===== src/rtl/uart_pkg.sv =====
// uart_pkg: shared UART clocking defaults and transmitter state encoding
// The PARITY state exists only when UART_TX_PARITY_EN is defined.
package uart_pkg;
  localparam int unsigned UART_CLK_FREQ  = 27_000_000;
  localparam int unsigned UART_BAUD_RATE = 115_200;
`ifdef UART_TX_PARITY_EN
  typedef enum logic [2:0] {IDLE, START, DATA, PARITY, STOP} tx_state_t;
`else
  typedef enum logic [2:0] {IDLE, START, DATA, STOP} tx_state_t;
`endif
endpackage


===== src/rtl/uart_tx_fifo.sv =====
// uart_tx_fifo: single-clock byte FIFO, power-of-two depth, push/pop/full/empty/count
module uart_tx_fifo #(
  parameter int DEPTH = 16
) (
  input  logic                     clk,
  input  logic                     rst_n,
  input  logic                     push,
  input  logic                     pop,
  input  logic [7:0]               wdata,
  output logic [7:0]               rdata,
  output logic                     full,
  output logic                     empty,
  output logic [$clog2(DEPTH):0]   count
);
  localparam int AW = $clog2(DEPTH);
  localparam int CW = AW + 1;
  logic [7:0]    mem [DEPTH];
  logic [AW-1:0] wptr;
  logic [AW-1:0] rptr;
  // Pointers are exactly log2(DEPTH) wide, so natural overflow wraps modulo DEPTH.
  always_ff @(posedge clk or negedge rst_n) begin
    if (!rst_n) begin
      wptr  <= '0;
      rptr  <= '0;
      count <= '0;
    end else begin
      wptr  <= push ? wptr + 1'b1 : wptr;
      rptr  <= pop ? rptr + 1'b1 : rptr;
      count <= count + CW'(push) - CW'(pop);
    end
  end
  always_ff @(posedge clk) begin
    if (push) mem[wptr] <= wdata;
  end
  assign rdata = mem[rptr];
  assign full  = count == CW'(DEPTH);
  assign empty = count == '0;
endmodule


===== src/rtl/uart_tx.sv =====
// uart_tx: FIFO-buffered UART transmitter, 8N1 by default
// Define UART_TX_PARITY_EN to insert an even-parity bit (8E1 frames).
module uart_tx import uart_pkg::*; #(
  parameter int unsigned CLK_FREQ   = UART_CLK_FREQ,
  parameter int unsigned BAUD_RATE  = UART_BAUD_RATE,
  parameter int unsigned FIFO_DEPTH = 16
) (
  input  logic                          clk,
  input  logic                          rst_n,
  input  logic [7:0]                    tx_data,
  input  logic                          tx_valid,
  output logic                          tx_ready,
  output logic                          tx,
  output logic                          tx_busy,
  output logic [$clog2(FIFO_DEPTH):0]   fifo_count
);
  localparam int unsigned DIV_CNT = CLK_FREQ / BAUD_RATE;
  localparam int DW = $clog2(DIV_CNT + 1);
  localparam int CW = $clog2(FIFO_DEPTH) + 1;
  localparam logic [DW-1:0] DIV_LAST = DW'(DIV_CNT - 1);
`ifdef UART_TX_PARITY_EN
  localparam tx_state_t AFTER_DATA = PARITY;
`else
  localparam tx_state_t AFTER_DATA = STOP;
`endif
  tx_state_t     state;
  tx_state_t     state_nxt;
  logic [DW-1:0] div_cnt;
  logic [2:0]    bit_cnt;
  logic [7:0]    shreg;
  logic [7:0]    fifo_rdata;
  logic          fifo_full;
  logic          fifo_empty;
  logic          push;
  logic          pop;
  logic          bit_end;
  logic          tx_d;
  logic [CW-1:0] count_nxt;
`ifdef UART_TX_PARITY_EN
  logic          par;
`endif
  assign push      = tx_valid & tx_ready & ~fifo_full;
  assign bit_end   = div_cnt == DIV_LAST;
  assign pop       = ~fifo_empty & (state == IDLE | (state == STOP & bit_end));
  assign count_nxt = fifo_count + CW'(push) - CW'(pop);
  uart_tx_fifo #(.DEPTH(FIFO_DEPTH)) u_fifo (
    .clk   (clk),
    .rst_n (rst_n),
    .push  (push),
    .pop   (pop),
    .wdata (tx_data),
    .rdata (fifo_rdata),
    .full  (fifo_full),
    .empty (fifo_empty),
    .count (fifo_count)
  );
  // tx_ready looks at next-cycle occupancy so a push can never land on a full FIFO.
  always_ff @(posedge clk or negedge rst_n) begin
    if (!rst_n) begin
      state    <= IDLE;
      div_cnt  <= '0;
      bit_cnt  <= '0;
      shreg    <= '0;
      tx       <= 1'b1;
      tx_ready <= 1'b0;
`ifdef UART_TX_PARITY_EN
      par      <= 1'b0;
`endif
    end else begin
      state    <= state_nxt;
      div_cnt  <= (state == IDLE || bit_end) ? '0 : div_cnt + 1'b1;
      bit_cnt  <= (state == DATA && bit_end) ? bit_cnt + 1'b1 : bit_cnt;
      shreg    <= pop ? fifo_rdata : (state == DATA && bit_end) ? shreg >> 1 : shreg;
      tx       <= tx_d;
      tx_ready <= count_nxt != CW'(FIFO_DEPTH);
`ifdef UART_TX_PARITY_EN
      par      <= pop ? ^fifo_rdata : par;
`endif
    end
  end
  always_comb begin
    state_nxt = state;
    case (state)
      IDLE:   state_nxt = fifo_empty ? IDLE : START;
      START:  state_nxt = bit_end ? DATA : START;
      DATA:   state_nxt = (bit_end && &bit_cnt) ? AFTER_DATA : DATA;
`ifdef UART_TX_PARITY_EN
      PARITY: state_nxt = bit_end ? STOP : PARITY;
`endif
      STOP:   state_nxt = bit_end ? (fifo_empty ? IDLE : START) : STOP;
      default: state_nxt = IDLE;
    endcase
  end
  always_comb begin
    tx_d = 1'b1;
    case (state)
      START:  tx_d = 1'b0;
      DATA:   tx_d = shreg[0];
`ifdef UART_TX_PARITY_EN
      PARITY: tx_d = par;
`endif
      default: tx_d = 1'b1;
    endcase
    tx_busy = state != IDLE;
  end
endmodule

===== config.mk =====
export PLATFORM = sky130hd
export DESIGN_NAME = uart_tx
export DESIGN_NICKNAME = d
export VERILOG_FILES = /design/src/rtl/uart_pkg.sv /design/src/rtl/uart_tx_fifo.sv /design/src/rtl/uart_tx.sv
export SDC_FILE = /design/constraint.sdc
export NUM_CORES = 1
export LEC_CHECK = 0
export ABC_AREA = 1
export CAP_MARGIN = 30
export CORE_MARGIN = 1
export CORE_UTILIZATION = 37
export DETAILED_ROUTE_END_ITERATION = 8
export DONT_BUFFER_PORTS = 1
export GPL_TIMING_DRIVEN = 0
export SLEW_MARGIN = 30
export SYNTH_ARGS = -nofsm -noshare
export SYNTH_HDL_FRONTEND = slang
export SYNTH_HIERARCHICAL = 1
export SYNTH_SLANG_ARGS = --single-unit

===== constraint.sdc =====
create_clock -name clk -period 8.3 [get_ports clk]
set_clock_uncertainty 0.15 [all_clocks]
set_input_delay 1.245 -clock clk [delete_from_list [all_inputs] [get_ports clk]]
set_output_delay 1.245 -clock clk [all_outputs]
set_load 0.05 [all_outputs]

; ---- After elaboration in Yosys (flattened, before gate mapping)
; Memory sizes are Yosys's and may differ from the RTL's.
; Cells that the tools add are included.
; Widths: inputs -> output; s select.
[totals]
ff_bits = 37
elab_cells = 48
ramBits = 128
n_memories = 1
[memory_table]
columns = memory, depth, width, read_ports, rd_ports_with_merged_regs, wr, line_no
row1 = u_fifo.mem, 16, 8, 1, 0, 1, uart_tx_fifo.sv:17  ; logic [7:0] mem [DEPTH];
[op_classes]
n_bitwise = 7
reduce_logical = 8
n_eq_ne = 6
mux = 11
n_addsub = 6
[op_table]
columns = op, count
row1 = $mux 8, 3
row2 = $add 4x1->4 const B, 2
row3 = $add 8x1->8 const B, 1
row4 = $eq 8x8->1 const B, 1
row5 = $pmux 2 s4, 1
row6 = $eq 3x2->1 const B, 2
row7 = $add 5x1->5, 1
row8 = $eq 5x5->1 const B, 1
row9 = $logic_not 5->1, 1
row10 = $ne 5x5->1 const B, 1
row11 = $sub 5x1->5, 1
row12 = $and 1x1->1, 4
row13 = $mux 1, 4
row14 = $mux 2, 2
row15 = $add 3x1->3 const B, 1
row16 = $eq 3x1->1 const B, 1
row17 = $logic_not 3->1, 1
row18 = $reduce_and 3->1, 1
row19 = $reduce_bool 3->1, 1
row20 = $logic_and 1x1->1, 2
row21 = $not 1->1, 2
row22 = $pmux 1 s2, 1
row23 = $reduce_bool 2->1, 1
row24 = $logic_or 1x1->1, 1
row25 = $or 1x1->1, 1

; ---- Longest topological paths before layout
; Gate-level depths: netlist of run 1.
[logic_depth]
depth_word = 6
mapped_depth = 18

; ---- Hierarchy
; The synthesis of run 1 kept the hierarchy.
[modules_own_cells]
columns = module, cells_each, area_per_inst_um2, instances
row1 = uart_tx_fifo, 607, 6272.3, 1
row2 = uart_tx, 164, 1405.1, 1

; ---- Worst setup path before layout of run 1
; Ideal clock, no wire load.
[synth_path]
kind = flip-flop to flip-flop
from = register u_fifo.count[3]
to = register u_fifo.count[4]
synth_period_minus_slack_ns = 3.152
setup_slack_ns = 5.148
path_stages_with_launch = 16
t_arrival_ns = 2.874
required_ns = 8.022
setup_time_ns = 0.128
path_cell_list = dfrtp_1 -> inv_1 -> ha_1 -> nand3_1 -> nor2_1 -> nor2_8 -> nand2_4 -> inv_1 -> ha_1 -> inv_1 -> ha_1 -> inv_1 -> fa_1 -> o21ai_0 -> a21oi_1 -> xor2_1
[synth_via]
word_cells_on_any_way = 8
classes_between = add/sub (2) / eq/ne (1) / bitwise (4) / reduce/logical (1)
[synth_rtl]
columns = item, line_no
row1 = start: declaration, uart_tx_fifo.sv:13  ; output logic [$clog2(DEPTH):0] count
row2 = start signal: assignment, uart_tx_fifo.sv:29  ; count <= count + CW'(push) - CW'(pop);
row3 = $logic_not 5->1, uart_tx_fifo.sv:37  ; assign empty = count == '0;
row4 = net fifo_empty, uart_tx.sv:33  ; logic fifo_empty;
row5 = $not 1->1, uart_tx.sv:44  ; assign pop = ~fifo_empty & (state == IDLE | (state == STOP & bit_end));
row6 = $and 1x1->1, uart_tx.sv:44
row7 = net pop, uart_tx.sv:35  ; logic pop;
row8 = $sub 5x1->5, uart_tx_fifo.sv:29
; The timed path passes the listed nets, and every way through them passes these cells.
; A chain may end at the register's enable or synchronous reset.

; ---- Worst setup path after layout of run 1
[layout_path]
from = register u_fifo.count[2]
to = register u_fifo.count[4]
; The elaborated chain is that of the path after synthesis.

==> summary.txt, run 1 <==
Clock tree
  • Postcts setup bufs: 0
  • Worst-path clk slew: 0.07 ns
  • Worst-skew pair later-pin latency: 0.43 ns
  • Hold-fix buffers, CTS: 0
  • Post-CTS Resized: 0
  • H-tree Lvls: 4
  • CTS tree: yes
  • CTS buffer count: 17
  • Root Buffer: clkbuf_16
  • Clock Path Buffers: 2
  • Clock Sinks: 164

Detailed routing
  • DR iter-0 viols: 367
  • Post-route ant nets: 0
  • # DRC: 0
  • Final WL: 17.6 mm
  • Vias: 5,104
  • Drt first pass iters: 5
  • WL/cell: 16.4 um
  • Via/cell ratio: 4.76

STA
  • Setup TNS: 0 ns
  • Final setup viols: 0
  • Final Hold Fails: 0
  • Unrepaired setup endpoints after global routing: false
  • Relative slew slack: 0.385
  • Final slew viol count: 0
  • Worst Max-Slew Pin Slew: 0.919 ns
  • Tmin final: 3.59 ns
  • Final worst slack: 4.71 ns
  • Final critical-path share of the clock period: 0.433
  • Max Clk Rate: 0.278 GHz

Synth
  • Ys async rst share: 0.220
  • Ys flop type: edfxtp_1
  • Number of enable flip-flop cells after synthesis: 128
  • Average instance area after synthesis: 9.96 um^2
  • Sequential area share after synthesis: 0.618
  • Synthesis-stage register bit count: 164
  • Cells after synthesis: 771
  • Yosys cell types: 30
  • YS warnings: 6
  • Mapped Nets: 804
  • Synthesized cell area: 7680 um^2

Global routing
  • Initial antenna violation count: 0
  • GRT overflow: 0
  • Vias in the first global route: 5,031
  • Global-route wire length before repair: 27.7 mm
  • Largest net degree at the start of global routing: 37
  • GRT Total Usage: 0.176

Critical path
  • Crit path capture type: register
  • Setup CP Type: register to register
  • Cell mode on critical path: inv_1
  • CP max stage delay: 0.72 ns
  • Critical path required time: 8.45 ns
  • CP max stage cell: dfrtp_1
  • CP arrival: 3.74 ns
  • Cell breakdown of the critical path: inv_1, ha_1, nand3_1, nor2_1, nor2_8, nand2_4, inv_1, ha_1, inv_1, ha_1, inv_1, fa_1, o21ai_0, a21oi_1, xor2_1
  • Reg2Reg Setup Slack: 4.71 ns
  • CP Launch Type: register
  • CP Max Fanout: 9
  • Reg2reg path depth: 15
  • RR Endpoint: u_fifo/count[4]$_DFF_PN0_
  • Worst reg2reg path startpoint: u_fifo/count[2]$_DFF_PN0_

Floorplanning
  • Starting Density: 0.378
  • Core area: 20,300 um^2
  • Top Ports: 19
  • Die Area: 21,300 um^2
  • Std-Cell Rows: 52
  • Die height: 146 um
  • Die Width: 146 um

Min path
  • Hold Crit Class: register to register
  • Worst Hold End: bit_cnt[0]$_DFFE_PN0P_
  • Hold path depth: 1
  • HP Start: bit_cnt[0]$_DFFE_PN0P_

Flow run
  • Total of max-cap violations: 0

Placed design
  • Post-DP HPWL: 11.8 mm
  • PortBufs: 0
  • Dpl ws: 4.67 ns
  • GPL Wtd Cong: 0.829

Layout
  • Layout cells sized above 1: 0.0847
  • Final #Nets: 823
  • Area grow syn2layout: 11.7%
  • # diodes: 0

Pwr
  • Max VDD drop: 0.000221 V
  • Power density cells: 252 nW/um^2
  • Leak Pwr: 0.00384 uW

Status
  • Outcome: complete, no violations
## how the worst max path moves through the flow
stage,startpoint,endpoint,slack (ns),depth (start not counted)
3_5_place_dp,u_fifo/count[2]$_DFF_PN0_,u_fifo/count[4]$_DFF_PN0_,4.67,15
5_1_grt,u_fifo/count[2]$_DFF_PN0_,u_fifo/count[4]$_DFF_PN0_,4.43,15
2_1_floorplan,u_fifo/count[3]$_DFF_PN0_,u_fifo/count[4]$_DFF_PN0_,5.15,15
6_report,u_fifo/count[2]$_DFF_PN0_,u_fifo/count[4]$_DFF_PN0_,4.71,15
3_3_place_gp,u_fifo/count[2]$_DFF_PN0_,u_fifo/count[4]$_DFF_PN0_,4.74,15
4_1_cts,u_fifo/count[2]$_DFF_PN0_,u_fifo/count[4]$_DFF_PN0_,4.66,15
## critical path: cells and delay by family (launching register included)
kind | cells | cell delay [ns]
adders and majority gates | 4 | 1.08
DFF | 1 | 0.72
and+or+nand+nor | 4 | 0.55
buffers and inverters | 4 | 0.51
AOI/OAI and AO/OA | 2 | 0.31
xor gates and xnor gates | 1 | 0.15
## layer usage
layer | vias up | global-route usage | share of wire
li1 | 2514 | - | -
met1 | 2412 | 0.230 | 0.43
met2 | 154 | 0.287 | 0.48
met3 | 24 | 0.0397 | 0.067
met4 | 0 | 0.0656 | 0.021
met5 | - | 0 | 0
## cell usage after synthesis, types with 2 or more instances
master | instances | area share
nand2_1 | 227 | 0.11
edfxtp_1 | 128 | 0.50
inv_1 | 128 | 0.063
nand3_1 | 111 | 0.072
dfrtp_1 | 35 | 0.11
nor2_1 | 30 | 0.015
ha_1 | 20 | 0.033
buf_2 | 19 | 0.012
xor2_1 | 12 | 0.014
nand4_1 | 8 | 0.0065
a21oi_1 | 6 | 0.0039
buf_6 | 6 | 0.0088
nand3b_1 | 6 | 0.0059
o21ai_0 | 6 | 0.0039
inv_2 | 4 | 0.0020
nor3_1 | 3 | 0.0020
xnor2_1 | 3 | 0.0034
fa_1 | 2 | 0.0052
nand2_2 | 2 | 0.0016
nand2_4 | 2 | 0.0029
nor2_4 | 2 | 0.0029
nor2_8 | 2 | 0.0052
nor3b_1 | 2 | 0.0020
## registers in the layout, indices dropped and copies added (netlist names)
signal and flops:
shreg 8, div_cnt 8, tx 1, u_fifo/rptr 4
u_fifo/wptr 4, tx_ready 1, u_fifo/count 5, bit_cnt 3
u_fifo/mem 128, state 2
## stage by stage
step / power, uW / area [um^2] / std cells / hold WS, ns / utilization
floorplan: 1340 / 7680 / 771 / 0.294 / -
global placement: 1410 / 8020 / 1041 / 0.313 / 0.395
detailed placement: 1430 / 8020 / 1041 / 0.323 / 0.395
CTS: 2180 / 8580 / 1073 / 0.337 / 0.422
global route: 2260 / 8580 / 1073 / 0.336 / 0.422
finish: 2160 / 8580 / 1073 / 0.329 / 0.422
## final cells by class
class / instances / area (um^2)
buffer: 27 / 174
clock buffer: 19 / 433
clock inverter: 13 / 128
fill: 1960 / 11700
inverter: 133 / 499
multi-input combinational: 447 / 2260
sequential: 164 / 4750
tap: 270 / 338
## layout by cell type, fill, tap and decap left out, drive strengths merged
cell type / instances
a21oi: 6
and3: 1
buf: 26
bufinv: 1
clkbuf: 20
clkinv: 7
clkinvlp: 2
dfrtp: 35
dfstp: 1
edfxtp: 128
fa: 2
ha: 20
inv: 136
nand2: 232
nand3: 111
nand3b: 6
nand4: 8
nor2: 34
nor3: 3
nor3b: 2
o21a: 1
o21ai: 6
xnor2: 3
xor2: 12
## where the power goes
group | internal, uW | switching [uW] | total, uW | leakage [uW]
clock | 418 | 331 | 749 | 0.000267
combinational | 113 | 216 | 329 | 0.00198
sequential | 982 | 98.6 | 1080 | 0.00159
total | 1510 | 645 | 2160 | 0.00384
## logic make-up (layout without fill, tap and decap cells)
logic type | after synthesis | in the layout | synth area share
compound gates | 13 | 13 | 0.00880
xor+xnor | 15 | 15 | 0.0171
fa+ha+maj | 22 | 22 | 0.0378
buf+inv | 160 | 192 | 0.0877
flops | 164 | 164 | 0.618
simple gates | 397 | 397 | 0.230
Note: power is estimated with default switching activity, not from simulation.
==> inputs of run 2 (changes only) <==
==> constraint.sdc (replaced) <==
create_clock -name clk -period 3.4 [get_ports clk]
set_clock_uncertainty 0.15 [all_clocks]
set_input_delay 0.51 -clock clk [delete_from_list [all_inputs] [get_ports clk]]
set_output_delay 0.51 -clock clk [all_outputs]
set_load 0.05 [all_outputs]
==> run 2 against run 1 <==
Compared with the run above:
- via count is 0.72% higher
- flip-flop and latch count stayed put
- combinational power grew to 2.5 times the previous value
- non-clock buffer count is 4 higher
- maximum frequency is 13% higher
- wire length is 0.21% higher
- total power is 150% higher
- critical path type unchanged
- critical endpoint is now u_fifo/mem[7][1]$_DFFE_PP_
- largest cell class unchanged
==> summary.txt, run 2 (synthesized netlist as in run 1, its figures left out) <==
Status
  • Outcome: complete, no violations

Clock tree
  • CTS tree: yes
  • Root Buffer: clkbuf_16
  • Clock Path Buffers: 2 (unchanged)
  • Worst-path clk slew: 0.07 ns (about the same)
  • H-tree Lvls: 4 (unchanged)
  • Worst-skew pair later-pin latency: 0.43 ns (about the same)
  • CTS buffer count: 17 (unchanged)
  • Clock Sinks: 164 (unchanged)

Critical path
  • RR Endpoint: u_fifo/mem[7][1]$_DFFE_PP_
  • Setup CP Type: register to register
  • Crit path capture type: register
  • CP Launch Type: register
  • CP max stage cell: nor2_1
  • Cell family with most CP delay: simple AND/OR/NAND/NOR gates
  • Cell breakdown of the critical path: inv_2, ha_1, nand3_1, nor2_1, nor2_1, clkbuf_1, nand2_1, nor2_1
  • CP arrival: 3.09 ns (-0.65 ns)
  • Reg2Reg Setup Slack: 0.21 ns (-4.50 ns)
  • Bufs and invs on worst path: 2 (-2)
  • Cell mode on critical path: nor2_1
  • Reg2reg path depth: 8 (-7)
  • CP Max Fanout: 8 (-1)
  • Critical path required time: 3.30 ns (-5.15 ns)
  • Worst reg2reg path startpoint: u_fifo/count[2]$_DFF_PN0_
  • CP max stage delay: 0.78 ns (+0.06 ns)

Detailed routing
  • Final WL: 17.7 mm (+0.21%)
  • Drt first pass iters: 5 (unchanged)
  • Post-route ant nets: 0 (unchanged)
  • # DRC: 0 (unchanged)
  • DR iter-0 viols: 435 (+19%)
  • Vias: 5,141 (+0.72%)
  • WL/cell: 16.4 um (-0.16%)
  • Via/cell ratio: 4.77 (+0.35%)

Min path
  • Hold Crit Class: primary input to register
  • Worst Hold End: u_fifo/mem[1][0]$_DFFE_PP_
  • Hold path depth: 0 (-1)
  • HP Start: tx_data[0]

STA
  • Max Clk Rate: 0.314 GHz (+13%)
  • Worst hold margin: 0.0227 ns (-0.307 ns)
  • Final worst slack: 0.211 ns (-4.50 ns)
  • Worst Max-Slew Pin Slew: 0.929 ns (+0.0102 ns)
  • Unrepaired setup endpoints after global routing: false
  • Tmin final: 3.19 ns (-0.402 ns)
  • Final critical-path share of the clock period: 0.938 (+0.505)
  • Final Hold Fails: 0 (unchanged)
  • Relative slew slack: 0.378 (-0.00683)
  • Final slew viol count: 0 (unchanged)
  • Final setup viols: 0 (unchanged)

Placed design
  • Post-DP HPWL: 11.8 mm (unchanged)
  • GPL Wtd Cong: 0.829 (unchanged)
  • Dpl ws: -0.232 ns (-4.90 ns)
  • PortBufs: 0 (unchanged)

Floorplanning
  • Starting Density: 0.378 (unchanged)
  • Std-Cell Rows: 52 (unchanged)
  • Top Ports: 19 (unchanged)
  • Die height: 146 um (unchanged)
  • Die Width: 146 um (unchanged)
  • Die Area: 21,300 um^2 (unchanged)
  • Core area: 20,300 um^2 (unchanged)

Global routing
  • Global-route wire length before repair: 27.8 mm (about the same)
  • Initial antenna violation count: 0 (unchanged)
  • Largest net degree at the start of global routing: 37 (unchanged)
  • GRT Total Usage: 0.176 (about the same)
  • GRT overflow: 0 (unchanged)
  • Vias in the first global route: 5,038 (+0.14%)

Pwr
  • Power density cells: 613 nW/um^2 (+140%)
  • Pwr Total: 5300 uW (+150%)
  • Leak Pwr: 0.00385 uW (+0.18%)
  • Max VDD drop: 0.000543 V (+150%)

Layout
  • Layout cells sized above 1: 0.0991 (+0.0145)
  • Most frequent cells in the layout: 227 x nand2_1, 128 x edfxtp_1, 125 x inv_1, 111 x nand3_1, 32 x dfrtp_1
  • Final #Nets: 827 (+0.49%)
  • Largest register FFs: 128 (unchanged)
  • # diodes: 0 (unchanged)
  • Fillers: 1,957 (-0.15%)
  • Footprint of the multi-input gates: 2270 um^2 (+0.55%)
  • Area grow syn2layout: 12.5%
  • Register area: 4750 um^2 (about the same)
  • Most common cell after layout, fill and taps aside: nand2_1
  • Largest regs: u_fifo/mem: 128 flops, div_cnt: 8 flops, shreg: 8 flops
  • Register with the most flip-flops: u_fifo/mem

Flow run
  • Total of max-cap violations: 0 (unchanged)
## run 2: power by group
part	internal, uW	switching [uW]	total [uW]	leakage, uW
registers	2400	247	2650	0.00159
clock network	1020	806	1830	0.000267
logic	287	538	824	0.00199
## run 2: metal layers
metal	vias to the layer above	track usage	share of wire
met5	-	0	0
met4	0	0.0656	0.024
met3	30	0.0397	0.068
met2	170	0.287	0.47
met1	2418	0.230	0.43
li1	2523	-	-
## run 2: repair_timing
item	4_1_cts	5_1_grt
setup endpoints to repair	2	2
setup buffers	0	2
gates resized for setup	5	6
pin swaps	0	2
endpoints found under the hold margin	36	0
hold buffers	2	0
## run 2: worst max path at each step
stage / startpoint / to / cells past startpoint
floorplan: u_fifo/count[3]$_DFF_PN0_ / u_fifo/count[4]$_DFF_PN0_ / 15
global placement: u_fifo/count[2]$_DFF_PN0_ / u_fifo/count[4]$_DFF_PN0_ / 15
detailed placement: u_fifo/count[2]$_DFF_PN0_ / u_fifo/count[4]$_DFF_PN0_ / 15
CTS: u_fifo/count[2]$_DFF_PN0_ / u_fifo/count[4]$_DFF_PN0_ / 15
global route: u_fifo/count[3]$_DFF_PN0_ / tx_ready$_DFF_PN0_ / 17
finish: u_fifo/count[2]$_DFF_PN0_ / u_fifo/mem[7][1]$_DFFE_PP_ / 8
## run 2: final cells by class
| class | count | area share |
|---|---|---|
| plain buffers | 27 | 0.0201 |
| repair buffers | 4 | 0.00521 |
| inverters | 133 | 0.0582 |
| clock buffers | 19 | 0.0501 |
| flip-flops and latches | 164 | 0.550 |
| well taps | 270 | 0.0391 |
| multi-input cells | 447 | 0.263 |
| clock inverters | 13 | 0.0148 |
## run 2: per-stage QoR
stage | util | TNS, ns | cells | cell area [um^2]
after floorplan | - | 0 | 771 | 7680
after global placement | 0.395 | -0.207 | 1041 | 8020
after detailed placement | 0.395 | -0.348 | 1041 | 8020
after CTS | 0.424 | 0 | 1075 | 8620
after global routing | 0.426 | 0 | 1077 | 8640
final | 0.426 | 0 | 1077 | 8640
==> patch 1: new RTL, config.mk and constraints of run 1 <==
Change the package constant `UART_CLK_FREQ` from 27_000_000 to 54_000_000.
--- a/src/rtl/uart_pkg.sv
+++ b/src/rtl/uart_pkg.sv
@@ -1,7 +1,7 @@
 // uart_pkg: shared UART clocking defaults and transmitter state encoding
 // The PARITY state exists only when UART_TX_PARITY_EN is defined.
 package uart_pkg;
-  localparam int unsigned UART_CLK_FREQ  = 27_000_000;
+  localparam int unsigned UART_CLK_FREQ  = 54_000_000;
   localparam int unsigned UART_BAUD_RATE = 115_200;
 `ifdef UART_TX_PARITY_EN
   typedef enum logic [2:0] {IDLE, START, DATA, PARITY, STOP} tx_state_t;
Behaviour: no difference found for any inputs over 10 cycles, from zero or initial values and one cycle with rst_n low; that may be too few to reach the edited logic, so the function may still have changed.
==> patch 1 against run 1 <==
Routed wire length rose by 1.2%. Synthesized area rose by 1.4%. Sequential cell count rose by 1. Cell count rose by 2.1%. Count of clock-buffer cells in the layout fell by 1. Total power rose by 0.26%. Utilization rose by 0.32 points. Setup slack got worse by 27 ps. Cell area rose by 1.4%. Critical path type unchanged.
==> patch 1: results (changes against run 1) <==
| Metric | Value |
|---|---|
| Result of the run | finished clean |
| GR Util All Layers | 17.64% (+0.031 points) |
| Clock network area share | 6.589% (+0.053 points) |
| Synthesized netlist net count | 825 (+2.6%) |
| Via count of the first global-routing pass | 5,079 (+0.95%) |
| Worst-case vdd ir drop | 145.9 uV (-34%) |
| Final WL | 17,830 um (+1.2%) |
| Final Hold Slack | 308.9 ps (-20.41 ps) |
| Placement-stage cell area | 0.008124 mm^2 (+1.4%) |
| Post-Place Setup Slack | 4654 ps (-13.88 ps) |
| First-pass GRT wire length | 28,370 um (+2.3%) |
| Nets@finish | 844 (+2.6%) |
| Share of synthesized flip-flops with an asynchronous set or reset | 22.42% (+0.47 points) |
| Slew at the pin closest to its max-slew limit | 860.5 ps (-58.35 ps) |
| Ranking of synthesized cells by instance count | sky130_fd_sc_hd__nand2_1, sky130_fd_sc_hd__inv_1, sky130_fd_sc_hd__edfxtp_1 |
| Total number of vias | 5,254 (+2.9%) |
| Maximum fanout count along the critical path | 13 (+4) |
| Largest registers | u_fifo/mem (128), div_cnt (9), shreg (8) |
| Initial antenna violation count | 1 (+1) |
| LEAKAGE | 3.904 nW (+1.7%) |
| Signal arrival time at the worst endpoint | 3770 ps (+30 ps) |
| Clk network pwr share | 35.3% (+0.6 points) |
| Pin count of the biggest net entering global routing | 38 (+2.7%) |
| Syn_area_per_cell | 9.819 um^2 (-1.4%) |
| Portion of the post-synthesis area used by sequential elements | 61.27% (-0.54 points) |
| Share of layout cells above drive strength 1 | 9.697% (+1.2 points) |
| Xor/xnor cell area share of the yosys netlist | 1.687% (-0.024 points) |
| Psw | 643.4 uW (-0.30%) |
| Hold wc startpoint | div_cnt[0] |
| Cell types with the largest area share after synthesis | sky130_fd_sc_hd__edfxtp_1, sky130_fd_sc_hd__dfrtp_1, sky130_fd_sc_hd__nand2_1 |
| Final-layout fill cell count | 1,961 (+0.051%) |
| Inverters, non-clock | 146 (+9.8%) |
| Per-cell routed wire length | 16.28 um (-0.79%) |
| Startpoint of the worst-slack reg-to-reg timing path | u_fifo/count[3] |
| Total instance count after detailed placement | 1,063 (+2.1%) |
## patch 1: worst reg2reg max path, stage by stage (launching register included)
cell,delay [ps]
sky130_fd_sc_hd__dfrtp_1,730
sky130_fd_sc_hd__inv_1,150
sky130_fd_sc_hd__ha_1,210
sky130_fd_sc_hd__nand3_1,90
sky130_fd_sc_hd__nor2_1,100
sky130_fd_sc_hd__nand3b_1,280
sky130_fd_sc_hd__a21oi_4,400
sky130_fd_sc_hd__ha_1,310
sky130_fd_sc_hd__inv_1,50
sky130_fd_sc_hd__ha_1,140
sky130_fd_sc_hd__inv_1,50
sky130_fd_sc_hd__fa_1,400
sky130_fd_sc_hd__o21ai_0,170
sky130_fd_sc_hd__a21oi_1,100
sky130_fd_sc_hd__xor2_1,140
## patch 1: layer usage
layer  vias to the layer above  GRT usage [%]  share of wire, %
met2                       166          28.42                48
li1                       2567              -                 -
met3                        28          3.913               6.1
met1                      2493          23.26                44
met4                         0          6.649               1.9
met5                         -              0                 0
==> patch 2: new RTL, config.mk and constraints of run 1 <==
Without the edit above. Register the output `fifo_count`, cleared by the reset; this adds one clock of latency there. The other outputs are not delayed to match.
--- a/src/rtl/uart_tx.sv
+++ b/src/rtl/uart_tx.sv
@@ -18,6 +18,8 @@
   localparam int DW = $clog2(DIV_CNT + 1);
   localparam int CW = $clog2(FIFO_DEPTH) + 1;
   localparam logic [DW-1:0] DIV_LAST = DW'(DIV_CNT - 1);
+
+  logic [$clog2(FIFO_DEPTH):0] fifo_count_d;
 `ifdef UART_TX_PARITY_EN
   localparam tx_state_t AFTER_DATA = PARITY;
 `else
@@ -42,7 +44,7 @@
   assign push      = tx_valid & tx_ready & ~fifo_full;
   assign bit_end   = div_cnt == DIV_LAST;
   assign pop       = ~fifo_empty & (state == IDLE | (state == STOP & bit_end));
-  assign count_nxt = fifo_count + CW'(push) - CW'(pop);
+  assign count_nxt = fifo_count_d + CW'(push) - CW'(pop);
   uart_tx_fifo #(.DEPTH(FIFO_DEPTH)) u_fifo (
     .clk   (clk),
     .rst_n (rst_n),
@@ -52,7 +54,7 @@
     .rdata (fifo_rdata),
     .full  (fifo_full),
     .empty (fifo_empty),
-    .count (fifo_count)
+    .count (fifo_count_d)
   );
   // tx_ready looks at next-cycle occupancy so a push can never land on a full FIFO.
   always_ff @(posedge clk or negedge rst_n) begin
@@ -103,4 +105,12 @@
     endcase
     tx_busy = state != IDLE;
   end
+  always_ff @(posedge clk or negedge rst_n) begin
+    if (!rst_n) begin
+      fifo_count <= '0;
+    end else begin
+      fifo_count <= fifo_count_d;
+    end
+  end
+
 endmodule
Check against the original RTL: not equivalent (a bounded check fails within 4 cycles, from zero or initial values and one cycle with rst_n low).
==> patch 2 against run 1 <==
Non-clock buffer count rose by 1. Fmax rose by 10%. Routed wire length rose by 1.2%. Total power rose by 2.3%. Cell count rose by 1.1%. Cell area rose by 1.2%. Sequential cell count rose by 5. Critical path depth did not move. Synthesized area rose by 1.3%. Utilization rose by 0.23 points. Synthesized cell count rose by 1.6%. Setup slack improved by 340 ps.
==> patch 2: results (changes against run 1) <==
| Metric | Value |
|---|---|
| CTS sink count | 169 (+3.0%) |
| Routed wire length on met2 | 8563 um (+1.7%) |
| Adder-cell area share of the yosys netlist | 3.733% (-0.048 points) |
| GR Util All Layers | 17.39% (-0.22 points) |
| Portion of the post-synthesis area used by sequential elements | 62.64% (+0.82 points) |
| Synthesized netlist net count | 816 (+1.5%) |
| Crit-path max cell delay | 440 ps (-280 ps) |
| Result of the run | finished clean |
| Inverters, non-clock | 136 (+2.3%) |
| Ranking of synthesized cells by instance count | sky130_fd_sc_hd__nand2_1, sky130_fd_sc_hd__inv_1, sky130_fd_sc_hd__edfxtp_1 |
| Worst-case vdd ir drop | 126.3 uV (-43%) |
| Synth-to-layout area growth | 11.60% (about the same) |
| Signal arrival time at the worst endpoint | 3410 ps (-330 ps) |
| Via count of the first global-routing pass | 5,017 (-0.28%) |
| Met1 track utilization from global routing | 22.72% (-0.28 points) |
| P per Cell Area | 254.4 mW/mm^2 (+1.1%) |
| Met2 layer usage reported by global route | 28.51% (-0.18 points) |
| Post-DP HPWL | 11,720 um (-0.35%) |
| Detailed-route vias per instance | 4.772 (+0.33%) |
| First-pass GRT wire length | 27,700 um (-0.15%) |
| Wl on met1 | 7885 um (+3.0%) |
| Multi-input comb cells | 450 (+0.67%) |
| Clock network area share | 6.502% (-0.034 points) |
| Post-Synthesis Cells | 783 (+1.6%) |
| Cell types with the largest area share after synthesis | sky130_fd_sc_hd__edfxtp_1, sky130_fd_sc_hd__dfrtp_1, sky130_fd_sc_hd__nand2_1 |
| RePlAce Congestion | 0.8826 (+6.5%) |
| Number of cells in the finished layout apart from fillers | 1,085 (+1.1%) |
| Nets@finish | 835 (+1.5%) |
| Compound-gate portion of the synthesized area | 1.094% (+0.21 points) |
## patch 2: final timing paths
path / cells after the start / end / slack [ps] / from
setup / recovery: 15 / u_fifo/count[4] / 5040 / u_fifo/count[2]
hold / removal: 0 / fifo_count[0] / 270 / u_fifo/count[0]
setup reg to reg: 15 / u_fifo/count[4] / 5040 / u_fifo/count[2]
hold reg to reg: 0 / fifo_count[0] / 270 / u_fifo/count[0]
max in group asynchronous: 0 / tx / 7450 / rst_n
min in group asynchronous: 0 / div_cnt[4] / 350 / rst_n
## patch 2: power by group
part	internal, mW	total [mW]	switching [mW]	leakage, nW
combinational	0.116	0.328	0.212	1.92
clock	0.396	0.759	0.363	0.275
sequential	1.02	1.12	0.103	1.65
## patch 2: kinds of logic after synthesis
kind of cell	after synthesis
flops	169
xor+xnor	15
simple gates	396
compound gates	17
fa+ha+maj	22
buf+inv	164
